**config.mk**
```make
export PLATFORM = sky130hd
export DESIGN_NAME = led_mode_sequencer
export DESIGN_NICKNAME = d
export VERILOG_FILES = /design/src/rtl/led_mode_sequencer.sv
export SDC_FILE = /design/constraint.sdc
export NUM_CORES = 1
export LEC_CHECK = 0
export ABC_CLOCK_PERIOD_IN_PS = 1500
export BUFFER_PORTS_ARGS = -buffer_cell sky130_fd_sc_hd__buf_4
export CORE_MARGIN = 10
export CORE_UTILIZATION = 45
export CTS_CLUSTER_DIAMETER = 50
export CTS_CLUSTER_SIZE = 24
export DETAILED_ROUTE_END_ITERATION = 16
export PLACE_DENSITY = 0.72
export SKIP_LAST_GASP = 1
export SLEW_MARGIN = 20
export SYNTH_ARGS = -nofsm -noshare
export SYNTH_HDL_FRONTEND = slang
export SYNTH_SLANG_ARGS = --single-unit
export TNS_END_PERCENT = 50
```
**constraint.sdc**
```tcl
create_clock -name i_clk -period 1.5 [get_ports i_clk]
set_input_delay 0.075 -clock i_clk [delete_from_list [all_inputs] [get_ports i_clk]]
set_output_delay 0.075 -clock i_clk [all_outputs]
set_load 0.01 [all_outputs]
```
**src/rtl/led_mode_sequencer.sv**
```systemverilog
// Button-driven 2-bit LED mode register with per-button synchronizer, debouncer and press detect.
// Define LED_MODE_AUTO_CYCLE_EN to add the i_auto_en port and periodic automatic advance.
module led_mode_sequencer #(
    parameter int DEBOUNCE_CYCLES = 16,
    parameter int AUTO_PERIOD     = 50000000
) (
    input  logic       i_clk,
    input  logic       i_reset,
    input  logic       i_btn_next,
    input  logic       i_btn_prev,
`ifdef LED_MODE_AUTO_CYCLE_EN
    input  logic       i_auto_en,
`endif
    output logic [1:0] o_modeselector,
    output logic       o_mode_changed
);

    localparam int             CW      = $clog2(DEBOUNCE_CYCLES + 1);
    localparam logic [CW-1:0]  DB_LAST = CW'(DEBOUNCE_CYCLES - 1);

    // Bit 0 is the next button, bit 1 the prev button.
    logic [1:0]    w_btn;
    logic [1:0]    r_sync1;
    logic [1:0]    r_sync2;
    logic [1:0]    r_stable;
    logic [1:0]    r_stable_d;
    logic [CW-1:0] r_cnt [2];
    logic [1:0]    w_press;
    logic          w_auto_ev;
    logic          w_next_ev;
    logic          w_prev_ev;
    logic [1:0]    r_mode;
    logic          r_changed;

    assign w_btn = {i_btn_prev, i_btn_next};

    always_ff @(posedge i_clk) begin
        if (i_reset) begin
            r_sync1    <= '0;
            r_sync2    <= '0;
            r_stable   <= '0;
            r_stable_d <= '0;
            r_cnt[0]   <= '0;
            r_cnt[1]   <= '0;
        end else begin
            r_sync1    <= w_btn;
            r_sync2    <= r_sync1;
            r_stable_d <= r_stable;
            // A level is accepted only after DEBOUNCE_CYCLES consecutive disagreeing samples.
            for (int i = 0; i < 2; i++) begin
                if (r_sync2[i] == r_stable[i]) begin
                    r_cnt[i] <= '0;
                end else if (r_cnt[i] == DB_LAST) begin
                    r_stable[i] <= r_sync2[i];
                    r_cnt[i]    <= '0;
                end else begin
                    r_cnt[i] <= r_cnt[i] + 1'b1;
                end
            end
        end
    end

    assign w_press = r_stable & ~r_stable_d;

`ifdef LED_MODE_AUTO_CYCLE_EN
    localparam int            AW        = $clog2(AUTO_PERIOD);
    localparam logic [AW-1:0] AUTO_LAST = AW'(AUTO_PERIOD - 1);

    logic [AW-1:0] r_auto_cnt;

    assign w_auto_ev = i_auto_en && (r_auto_cnt == AUTO_LAST);

    // A manual press restarts the full auto period.
    always_ff @(posedge i_clk) begin
        if (i_reset) begin
            r_auto_cnt <= '0;
        end else if (!i_auto_en) begin
            r_auto_cnt <= '0;
        end else if (w_press != 2'b00) begin
            r_auto_cnt <= '0;
        end else if (r_auto_cnt == AUTO_LAST) begin
            r_auto_cnt <= '0;
        end else begin
            r_auto_cnt <= r_auto_cnt + 1'b1;
        end
    end
`else
    assign w_auto_ev = 1'b0;
`endif

    assign w_next_ev = w_press[0] | w_auto_ev;
    assign w_prev_ev = w_press[1];

    // Opposing events in the same cycle cancel out.
    always_ff @(posedge i_clk) begin
        if (i_reset) begin
            r_mode    <= 2'b00;
            r_changed <= 1'b0;
        end else if (w_next_ev && !w_prev_ev) begin
            r_mode    <= r_mode + 2'd1;
            r_changed <= 1'b1;
        end else if (w_prev_ev && !w_next_ev) begin
            r_mode    <= r_mode - 2'd1;
            r_changed <= 1'b1;
        end else begin
            r_changed <= 1'b0;
        end
    end

    assign o_modeselector = r_mode;
    assign o_mode_changed = r_changed;

endmodule

```
==> results_dict.tcl <==
set metrics [dict create \
    avgSynthCellArea_um2 11.8 \
    antenna_cells 0 \
    crit_chain "ha_2 -> and3_4 -> ha_4 -> or3_4 -> nor2_1" \
    cts-root-buf "clkbuf_4" \
    path_class "reg -> reg" \
    combinationalPowerShare_pct 7.0 \
    cts_max_level 1 \
    hold_viol_final 0 \
    dieWidth_um 63.7 \
    drt_iter0_drc 6 \
    fin_nets 116 \
    netlist_area_um2 861 \
    utilization_pct 66.2 \
    cp.required_ns 1.66 \
    holdPathStages 2 \
    synth_seq_cells 21 \
    drive_gt1_share_pct 31.1 \
    dpl-instance-area_mm2 0.00105 \
    wire_per_inst_um 9.54 \
    cp_data_arrival_time_ns 1.69 \
    p_per_area_mw_per_mm2 810 \
    cp_num_buf_inv 0 \
    dp_hpwl_um 946 \
    synth_area_leaders "edfxtp_1 35%, dfxtp_1 26%, ha_1 7.3%" \
    cp_top_family "simple AND/OR/NAND/NOR gates" \
    clock-sinks 21 \
    io_buffers 6 \
    holdWs_ns 0.0365 \
    first_pass_iters 2 \
    pwr-share-clk_pct 26.9 \
    cp_max_fo 5 \
    crit_path_end_kind "register" \
    ys_seq_area_share_pct 60.5 \
    cpMaxStageDelayCell "edfxtp_1" \
    grt_pass1_wl_um 2330 \
    track_usage_pct 7.10 \
    layout_min_cycle_time_ns 1.53 \
    hold_path_class "in -> reg" \
    period_share_pct 102 \
    grt_overflow 0 \
    netlist_instances 73 \
    clk_latency_ns 0.29 \
    clkTransAtPathRegs_ns 0.10 \
    setup_viol 7 \
    cp.depth 5 \
    ys_warn_count 0 \
    drv_cap 0 \
    intPower_uw 756 \
    switchingPower_uw 190 \
    placed_cells 120 \
    critical_path.max_stage_delay_ns 0.42 \
    synthAdderAreaFrac_pct 7.27 \
    cp-start-kind "register" \
    die_h_um 63.7 \
    synth_compound_area_share_pct 1.16 \
    yosysTopAreaCell "edfxtp_1" \
    core_mm2 0.00176 \
    ioPinCount 7 \
    outcome "finished, violations left" \
    cts_buffer_depth 2 \
    num_rows 15 \
    p_seq_share_pct 66.1 \
    synth_xor_area_share_pct 8.14 \
    ant_nets 0 \
    synth.distinct_cells 18 \
    synthMuxAreaShare_pct 2.33 \
    initial_core_util_pct 48.8 \
    design_area_mm2 0.00117 \
    die_area_mm2 0.00406 \
    vdd_ir_drop_max_mv 0.677 \
    grt_pass1_vias 574 \
    power_leakage_uw 0.000487 \
    synth_top_area_share_pct 34.9 \
    rsz0062_at_grt "true" \
    skew_ns 0.00246 \
    wl_um 1250 \
    vias_per_cell 4.17 \
    stdcell_count 131 \
    reg2reg_depth 5 \
    drc 0 \
    gp_congestion 0.741 \
    setup_ws_ns -0.0277 \
    power.share.switching_pct 20.1 \
    area_growth_pct 35.8 \
    fmax_mhz 655 \
    via_count 546 \
    slew_viol_final 0 \
    synth_top_family_by_area "simple AND/OR/NAND/NOR gates" \
    cts_tree "built" \
    antenna_found_initial 0 \
    violations "setup timing" \
    grt_max_degree 14 \
    numCtsBuffers 3 \
    synthSimpleGateAreaFrac_pct 18.0 \
]
==> cells in the mapped netlist <==
library cell / count
nor2_1: 14
dfxtp_1: 11
edfxtp_1: 10
nor2b_1: 7
ha_1: 5
inv_1: 4
xnor2_1: 4
xor2_1: 4
and3_1: 2
mux2i_1: 2
nand3_1: 2
or3_4: 2
a21oi_1: 1
clkbuf_1: 1
conb_1: 1
o21ai_0: 1
or2b_1: 1
or3_1: 1
==> path summary, 6_finish.rpt <==
check / startpoint / endpoint / slack [ns]
worst max-delay path: r_cnt[1][0]$_SDFFCE_PN0P_ / r_cnt[1][0]$_SDFFCE_PN0P_ / -0.03
worst min-delay path: i_reset / o_mode_changed$_SDFF_PP0_ / 0.04
worst max register to register: r_cnt[1][0]$_SDFFCE_PN0P_ / r_cnt[1][0]$_SDFFCE_PN0P_ / -0.03
worst min register to register: r_sync1[0]$_SDFF_PP0_ / r_sync2[0]$_SDFF_PP0_ / 0.45
==> worst register-to-register path: stages (launching register included) <==
cell and delay [ns]:
edfxtp_1 0.42, ha_2 0.20, and3_4 0.15, ha_4 0.15, or3_4 0.37, nor2_1 0.10
==> power groups by stage <==
stage               registers, µW  logic (µW)  clock network (µW)
floorplan                     637        31.7                   0
global placement              638        49.3                   0
detailed placement            639        50.8                   0
CTS                           626        63.7                 276
global route                  628        75.2                 302
finish                        625        66.3                 254
==> layout make-up <==
cell class	instances	area, µm²
Tap cell	25	31.3
Inverter	4	15.0
Multi-Input combinational cell	56	413
Timing Repair Buffer	21	163
Clock buffer	4	26.3
Sequential cell	21	520
Fill cell	152	596
==> metrics by stage <==
| stage | power [µW] | TNS (ns) | setup slack, ns |
|---|---|---|---|
| floorplan | 669 | -0.0294 | -0.0103 |
| global placement | 687 | -0.230 | -0.0466 |
| detailed placement | 690 | -0.574 | -0.110 |
| CTS | 966 | -0.191 | -0.0377 |
| global route | 1000 | -0.695 | -0.0854 |
| finish | 946 | -0.0865 | -0.0277 |
==> cells by family (layout without fill, tap and decap cells) <==
family / after synthesis / count (layout)
other cells: 1 / 10
flops: 21 / 21
compound gates: 2 / 2
fa+ha+maj: 5 / 5
simple gates: 29 / 29
buf+inv: 5 / 29
xor+xnor: 8 / 8
mux: 2 / 2
==> per-layer routing <==
| metal | track usage, % | vias up | part of all wire, % |
|---|---|---|---|
| li1 | - | 295 | - |
| met1 | 8.01 | 243 | 48 |
| met2 | 10.9 | 6 | 47 |
| met3 | 2.61 | 2 | 4.4 |
| met4 | 4.92 | 0 | 0.96 |
| met5 | 0 | - | 0 |
==> timing repair <==
item	CTS	global route
pin swaps	4	1
hold buffers	2	0
resized for setup	6	1
setup buffers	4	1
hold endpoints to repair	2	0
setup endpoints to repair	10	11
==> flip-flops by register name, summed over array words and instances, names as in the netlist <==
signal,flops
o_mode_changed,1
o_modeselector,2
r_cnt,10
r_stable,2
r_stable_d,2
r_sync1,2
r_sync2,2
==> layout by cell type (no fill, tap or decap) <==
cell,netlist,layout
dfxtp_1,11,11
nor2_1,14,11
inv_1,4,4
buf_4,0,19
and3_4,0,2
edfxtp_1,10,10
clkbuf_1,1,1
nor2_4,0,2
ha_4,0,2
mux2i_1,2,2
ha_1,5,1
or2b_1,1,1
dlygate4sd3_1,0,2
or3_1,1,1
xor2_1,4,4
nor2b_1,7,7
or3_4,2,2
nor2_2,0,1
a21oi_1,1,1
nand3_1,2,2
clkbuf_4,0,3
conb_1,1,10
ha_2,0,2
xnor2_1,4,4
o21ai_0,1,1
Power figures use the tool's default switching activity.
